<file path="src/rtl/traffic_controller.sv">
// traffic_controller: fixed-time round-robin signal sequencer for a T-junction
// with West, East and North approaches. Each approach runs green, yellow and
// then an all-red clearance before the next approach gets green. The lamps are
// a Moore decode of the state register, so they change in the same cycle as
// the state.
//
// state    | meaning
// ---------+--------------------------------------------------
// W_GREEN  | West pair green, all others red
// W_YELLOW | West pair yellow, all others red
// W_CLEAR  | all red, clearance before East
// E_GREEN  | East pair green, all others red
// E_YELLOW | East pair yellow, all others red
// E_CLEAR  | all red, clearance before North
// N_GREEN  | North pair green, all others red
// N_YELLOW | North pair yellow, all others red
// N_CLEAR  | all red, clearance before West

module traffic_controller #(
    parameter int unsigned GREEN_TIME  = 25,
    parameter int unsigned YELLOW_TIME = 5,
    parameter int unsigned CLEAR_TIME  = 2
) (
    input  logic       clk,
    input  logic       rst,
    output logic [2:0] w_to_e,
    output logic [2:0] w_to_n,
    output logic [2:0] e_to_w,
    output logic [2:0] e_to_n,
    output logic [2:0] n_to_e,
    output logic [2:0] n_to_w
);

    // One-hot lamp codes {red, yellow, green}.
    localparam logic [2:0] LAMP_RED    = 3'b100;
    localparam logic [2:0] LAMP_YELLOW = 3'b010;
    localparam logic [2:0] LAMP_GREEN  = 3'b001;

    // Last counter value of each dwell; the state advances on the edge after
    // the counter reaches this value, giving exactly T cycles per state.
    localparam logic [7:0] GREEN_LAST  = 8'(GREEN_TIME - 1);
    localparam logic [7:0] YELLOW_LAST = 8'(YELLOW_TIME - 1);
    localparam logic [7:0] CLEAR_LAST  = 8'(CLEAR_TIME - 1);

    typedef enum logic [3:0] {
        W_GREEN  = 4'd0,
        W_YELLOW = 4'd1,
        W_CLEAR  = 4'd2,
        E_GREEN  = 4'd3,
        E_YELLOW = 4'd4,
        E_CLEAR  = 4'd5,
        N_GREEN  = 4'd6,
        N_YELLOW = 4'd7,
        N_CLEAR  = 4'd8
    } state_t;

    state_t     state_q;
    state_t     state_d;
    logic [7:0] cnt_q;
    logic [7:0] cnt_d;
    logic [7:0] dwell_last;
    logic [2:0] w_lamp;
    logic [2:0] e_lamp;
    logic [2:0] n_lamp;

    // State and dwell counter registers; reset lands on W_GREEN at once.
    always_ff @(posedge clk or posedge rst) begin
        if (rst) begin
            state_q <= W_GREEN;
            cnt_q   <= 8'd0;
        end else begin
            state_q <= state_d;
            cnt_q   <= cnt_d;
        end
    end

    // Select the terminal count for the kind of state we are in.
    always_comb begin
        dwell_last = CLEAR_LAST;
        case (state_q)
            W_GREEN, E_GREEN, N_GREEN:    dwell_last = GREEN_LAST;
            W_YELLOW, E_YELLOW, N_YELLOW: dwell_last = YELLOW_LAST;
            default:                      dwell_last = CLEAR_LAST;
        endcase
    end

    // Next-state: count up within a state, advance and clear at terminal count.
    always_comb begin
        state_d = state_q;
        cnt_d   = cnt_q + 8'd1;
        if (cnt_q == dwell_last) begin
            cnt_d = 8'd0;
            case (state_q)
                W_GREEN:  state_d = W_YELLOW;
                W_YELLOW: state_d = W_CLEAR;
                W_CLEAR:  state_d = E_GREEN;
                E_GREEN:  state_d = E_YELLOW;
                E_YELLOW: state_d = E_CLEAR;
                E_CLEAR:  state_d = N_GREEN;
                N_GREEN:  state_d = N_YELLOW;
                N_YELLOW: state_d = N_CLEAR;
                N_CLEAR:  state_d = W_GREEN;
                default:  state_d = W_GREEN;
            endcase
        end
        // Unused encodings recover to the start of the rotation.
        if (state_q > N_CLEAR) begin
            state_d = W_GREEN;
            cnt_d   = 8'd0;
        end
    end

    // Moore lamp decode: only the active approach may leave red.
    always_comb begin
        w_lamp = LAMP_RED;
        e_lamp = LAMP_RED;
        n_lamp = LAMP_RED;
        case (state_q)
            W_GREEN:  w_lamp = LAMP_GREEN;
            W_YELLOW: w_lamp = LAMP_YELLOW;
            E_GREEN:  e_lamp = LAMP_GREEN;
            E_YELLOW: e_lamp = LAMP_YELLOW;
            N_GREEN:  n_lamp = LAMP_GREEN;
            N_YELLOW: n_lamp = LAMP_YELLOW;
            default: begin
                w_lamp = LAMP_RED;
                e_lamp = LAMP_RED;
                n_lamp = LAMP_RED;
            end
        endcase
    end

    // Both movements of an approach share one lamp.
    assign w_to_e = w_lamp;
    assign w_to_n = w_lamp;
    assign e_to_w = e_lamp;
    assign e_to_n = e_lamp;
    assign n_to_e = n_lamp;
    assign n_to_w = n_lamp;

endmodule

</file>
<file path="config.mk">
export PLATFORM = sky130hd
export DESIGN_NAME = traffic_controller
export DESIGN_NICKNAME = d
export VERILOG_FILES = /design/src/rtl/traffic_controller.sv
export SDC_FILE = /design/constraint.sdc
export NUM_CORES = 1
export LEC_CHECK = 0
export ABC_AREA = 1
export CORE_MARGIN = 3
export CORE_UTILIZATION = 55
export CTS_CLUSTER_DIAMETER = 100
export DETAILED_ROUTE_END_ITERATION = 10
export DONT_BUFFER_PORTS = 1
export PLACE_DENSITY = 0.71
export SYNTH_ARGS = -nofsm -noshare
export SYNTH_HDL_FRONTEND = slang
export SYNTH_SLANG_ARGS = --single-unit
</file>
<file path="constraint.sdc">
create_clock -name clk -period 1.62 [get_ports clk]
set_clock_uncertainty 0.05 [all_clocks]
set_input_delay 0.162 -clock clk [delete_from_list [all_inputs] [get_ports clk]]
set_output_delay 0.162 -clock clk [all_outputs]
set_load 0.05 [all_outputs]
</file>
==> impl_metrics.ini, run 1 <==
[timing]
grt-worst-endpoint = state_q[2]$_DFFE_PP0P_/D
worstEndpointType = register data pin

[yosys]
yosys.area_share.xor_xnor_pct = 2.95
synth_nets = 130
synthAdderAreaFrac_pct = 8.43
synthCells = 122
combinational_family_with_the_most_area_after_synthesis = simple AND/OR/NAND/NOR gates
count_of_warnings_emitted_by_yosys = 0
synth_sequential_area_ratio_pct = 33.7
netlist_area_um2 = 891
synth-compound-area-share_pct = 3.79
yosys-mux-area-fraction_pct = 0
distinct_cells_synth = 20
post_synth.cell_area_avg_um2 = 7.30
ys_ff_latch = 12
yosys.area_share.simple_pct = 32.6

[cts]
cts.path.max_buffers = 2
clockRootBuffer = clkbuf_4
clkSinkCount = 12
ctsHtreeMaxLevel = 1
cts_buffers = 3

[die]
io_pins = 20
die_width_um = 46.2
initial_utilization_pct = 63.0
std_cell_rows = 13
die_y_um = 46.2

[outcome]
toolErrorMsg = [ERROR DPL-0038] Utilization greater than 100%, impossible to legalize
last-stage-reached = global routing
status = aborted with a tool error

[placement]
port-buffer-count = 0
detailedPlacementHpwl_um = 1430
gp_congestion = 0.794
dpl-instance-area_mm2 = 0.00112

[global_routing]
grt_max_degree = 13
## synthesized netlist by cell type
cell type | count | area share (%)
nand2_1 | 27 | 11
inv_1 | 19 | 8.0
nor2_1 | 18 | 7.6
dfrtp_1 | 12 | 34
nand3_1 | 11 | 6.2
buf_4 | 9 | 7.6
ha_1 | 6 | 8.4
buf_6 | 2 | 2.5
nand2_2 | 2 | 1.4
nand3_2 | 2 | 2.2
nor2_2 | 2 | 1.4
nor3_1 | 2 | 1.1
o21ai_0 | 2 | 1.1
xnor2_1 | 2 | 2.0
inv_2 | 1 | 0.42
nor2_4 | 1 | 1.3
o21ai_2 | 1 | 0.98
o21bai_1 | 1 | 0.84
o31ai_1 | 1 | 0.84
xor2_1 | 1 | 0.98
## through the flow
step / setup slack [ns] / cells / util (%)
after floorplan: -0.231 / 122 / -
after global placement: -0.115 / 149 / 79.2
after detailed placement: -0.128 / 149 / 79.2
after CTS: -0.127 / 157 / 89.0
## cells by family after synthesis
kind of cell | Yosys count
XOR/XNOR | 3
adder cells (fa/ha/maj) | 6
flip-flops | 12
buffers and inverters | 31
AND/OR/NAND/NOR | 65
AO/OA/AOI/OAI | 5
## timing repair
item,4_1_cts
gates resized for setup,23
hold buffers,1
buffers inserted,4
setup endpoints to repair,27
gates cloned,0
pin swaps,6
endpoints found under the hold margin,12
==> run 2, diff against run 1 <==
--- a/config.mk
+++ b/config.mk
@@ -6,12 +6,11 @@
 export NUM_CORES = 1
 export LEC_CHECK = 0
 export ABC_AREA = 1
-export CORE_MARGIN = 3
-export CORE_UTILIZATION = 55
-export CTS_CLUSTER_DIAMETER = 100
+export CORE_AREA = 3 3 64 66
 export DETAILED_ROUTE_END_ITERATION = 10
+export DIE_AREA = 0 0 67 69
 export DONT_BUFFER_PORTS = 1
-export PLACE_DENSITY = 0.71
+export PLACE_DENSITY_LB_ADDON = 0.15
 export SYNTH_ARGS = -nofsm -noshare
 export SYNTH_HDL_FRONTEND = slang
 export SYNTH_SLANG_ARGS = --single-unit
==> constraint.sdc (replaced) <==
create_clock -name clk -period 2.11 [get_ports clk]
set_clock_uncertainty 0.05 [all_clocks]
set_input_delay 0.211 -clock clk [delete_from_list [all_inputs] [get_ports clk]]
set_output_delay 0.211 -clock clk [all_outputs]
set_load 0.05 [all_outputs]
==> run 2 against run 1 <==
The flow now finishes without violations. Synthesized cell count did not move. Synthesized area unchanged.
==> impl_metrics.ini, run 2 <==
[yosys]
synth_enable_flop_cells = 0
synth_nets = 130
ys.flop_type = dfrtp_1
synth_top_cells_by_count = nand2_1 (27), inv_1 (19), nor2_1 (18), dfrtp_1 (12), nand3_1 (11)
synth_sequential_area_ratio_pct = 33.7
ys_ff_latch = 12
yosys.area_share.xor_xnor_pct = 2.95
combinational_family_with_the_most_area_after_synthesis = simple AND/OR/NAND/NOR gates
synthCells = 122
netlist.area_leader.share_pct = 33.7
netlist.top_cell.by_area = dfrtp_1
synthAdderAreaFrac_pct = 8.43
post_synth.cell_area_avg_um2 = 7.30
synth-compound-area-share_pct = 3.79
distinct_cells_synth = 20
synth.most_common_cell = nand2_1
yosys.area_share.simple_pct = 32.6
yosys-mux-area-fraction_pct = 0
count_of_warnings_emitted_by_yosys = 0
synthArstFlopShare_pct = 100
synthTopCellsByArea = dfrtp_1 (34%), nand2_1 (11%), ha_1 (8.4%), inv_1 (8.0%), buf_4 (7.6%)
netlist_area_um2 = 891

[global_routing]
first_global_vias = 657
globalRouteOverflowTotal = 0
antenna_found_initial = 0
grt_max_degree = 13
total_track_usage_pct = 7.92
grt_first_pass_wirelength_um = 2880

[cts]
ctsHtreeMaxLevel = 1
cts_buffers = 3
worst_skew_pair.late_latency_ns = 0.23
clockRootBuffer = clkbuf_8
clock_tree_from_tritoncts = done
cts.path.max_buffers = 2
cts.reportedPaths.clkPinSlew_ns = 0.05
clkSinkCount = 12
postCtsSetupBuffers = 0

[timing]
final-hold-violation-count = 0
tns_ns = 0
post-route-worst-setup-slack_ns = 0.236
hold_slack_ns = 0.371
worst_slew_margin_rel_pct = 69.3
max_slew.worst_pin.slew_ns = 0.461
finalCritPeriodShare_pct = 88.8
max_clock_freq_mhz = 534
timing.final.setup_violations = 0
post-route-min-period_ns = 1.87
report.final.slew_viol_count = 0
rsz0062_at_grt = no

[setup_path]
timing.critical_path.fanout_max = 11
critPathCaptureType = flip-flop
r2r_setup_slk_ns = 0.24
cp_data_arrival_time_ns = 1.99
reg2reg_from = state_q[0]
cp.required_ns = 2.23
timing.reg2reg.worst_path_depth = 11
critical_path.startpoint_type = flip-flop
crit-reg2reg-capture = state_q[3]
worstSetupPathType = reg2reg

[final_layout]
stdcell_count = 176
largest_register_ff_count = 8
multiInputGateArea_um2 = 454
area_growth_syn_to_layout_pct = 18.7
drive_above_1_share_pct = 22.7
largest_register_by_flop_count = cnt_q
number_of_nets_in_the_layout = 137
insertedDiodeCount = 0
layout.area.seq_um2 = 300
reg.largest.list = cnt_q: 8 flops, state_q: 4 flops
mostFrequentLayoutCells = nand2_1 (26), inv_1 (19), nor2_1 (16)
layout_commonest_cell = nand2_1
fillCellCount = 399

[route]
drt-total-wl_um = 1670
routed_vias = 713
post_drt_via_cell_ratio = 4.05
final_antenna_net_count = 0
wl_per_cell_um = 9.46
drt_pass1_iterations = 6
post-route-drc-count = 0
drtIter0Drc = 20

[power_and_ir_drop]
p_leak_nw = 0.585
power.total_w = 0.000475
ir_worst_vdd_mv = 0.157
power_density_mw_per_mm2 = 450

[die]
die_y_um = 69
io_pins = 20
std_cell_rows = 22
initial_utilization_pct = 24.5
placeableCoreArea_mm2 = 0.00363
die_width_um = 67
design.die.area_mm2 = 0.00462

[placement]
dp_cells = 171
place_worst_setup_slack_ns = 0.0800
detailedPlacementHpwl_um = 1380
port-buffer-count = 0
gp_congestion = 0.786

[job]
drv.max_cap_violation_count = 0

[worst_hold_path]
min-delay-path-class = in2async

[outcome]
status = completed
## run 2: cell counts after synthesis
Identical to the previous run, type by type.
## run 2: cell families after synthesis
group / Yosys count
DFF: 12
AOI/OAI and AO/OA: 5
xor gates and xnor gates: 3
adders and majority gates: 6
buffers and inverters: 31
and+or+nand+nor: 65
## run 2: layer usage
metal  global-route usage [%]  part of all wire (%)  vias up
met5                        0                     0        -
met4                     3.60                  0.60        0
met3                     2.28                   6.4        2
met2                     11.7                    46       16
met1                     10.5                    46      317
li1                         -                     -      378
## run 2: metrics by stage
| stage | area, um^2 | util (%) |
|---|---|---|
| finish | 1060 | 29.1 |
| global route | 1060 | 29.1 |
| CTS | 1050 | 28.9 |
| detailed placement | 985 | 27.1 |
| global placement | 985 | 27.1 |
| floorplan | 912 | - |
## run 2: final cells by class
cell class / instances / share of cell area (%)
timing repair buffer: 13 / 10.7
multi-input combinational: 79 / 43.0
tap: 48 / 5.68
clock buffer: 4 / 5.21
inverter: 20 / 7.10
sequential: 12 / 28.4
## run 2: worst max path at each step
stage	startpoint	end	slack, ns	cells past startpoint
after global placement	state_q[0]	state_q[3]	0.10	11
after global routing	state_q[0]	state_q[1]	0.01	11
final	state_q[0]	state_q[3]	0.24	11
after detailed placement	state_q[0]	state_q[3]	0.08	11
after floorplan	state_q[1]	w_to_n[2]	0.09	6
after CTS	state_q[0]	state_q[3]	0.06	11
## run 2: worst max-delay path, cell delays in order, from the launching register on
cell and delay, ns:
dfrtp_1 0.44, inv_1 0.09, ha_1 0.24, o21ai_2 0.19, nand2_2 0.10, nand2_1 0.07, nand2_1 0.06, nor2_2 0.11
nand3_2 0.16, nand2_4 0.17, nand2_1 0.07, nand2_1 0.07
## run 2: where the power goes
part	leakage, nW	switching [W]	internal [W]
clock network	0.0288	0.0000749	0.000164
logic	0.408	0.00000452	0.00000135
registers	0.148	0	0.000231
## run 2: timing repair
item | CTS | global route
setup endpoints to repair | 0 | 11
hold buffers | 1 | 0
gates resized for setup | 0 | 2
endpoints found under the hold margin | 12 | 0
Power figures use the tool's default switching activity.
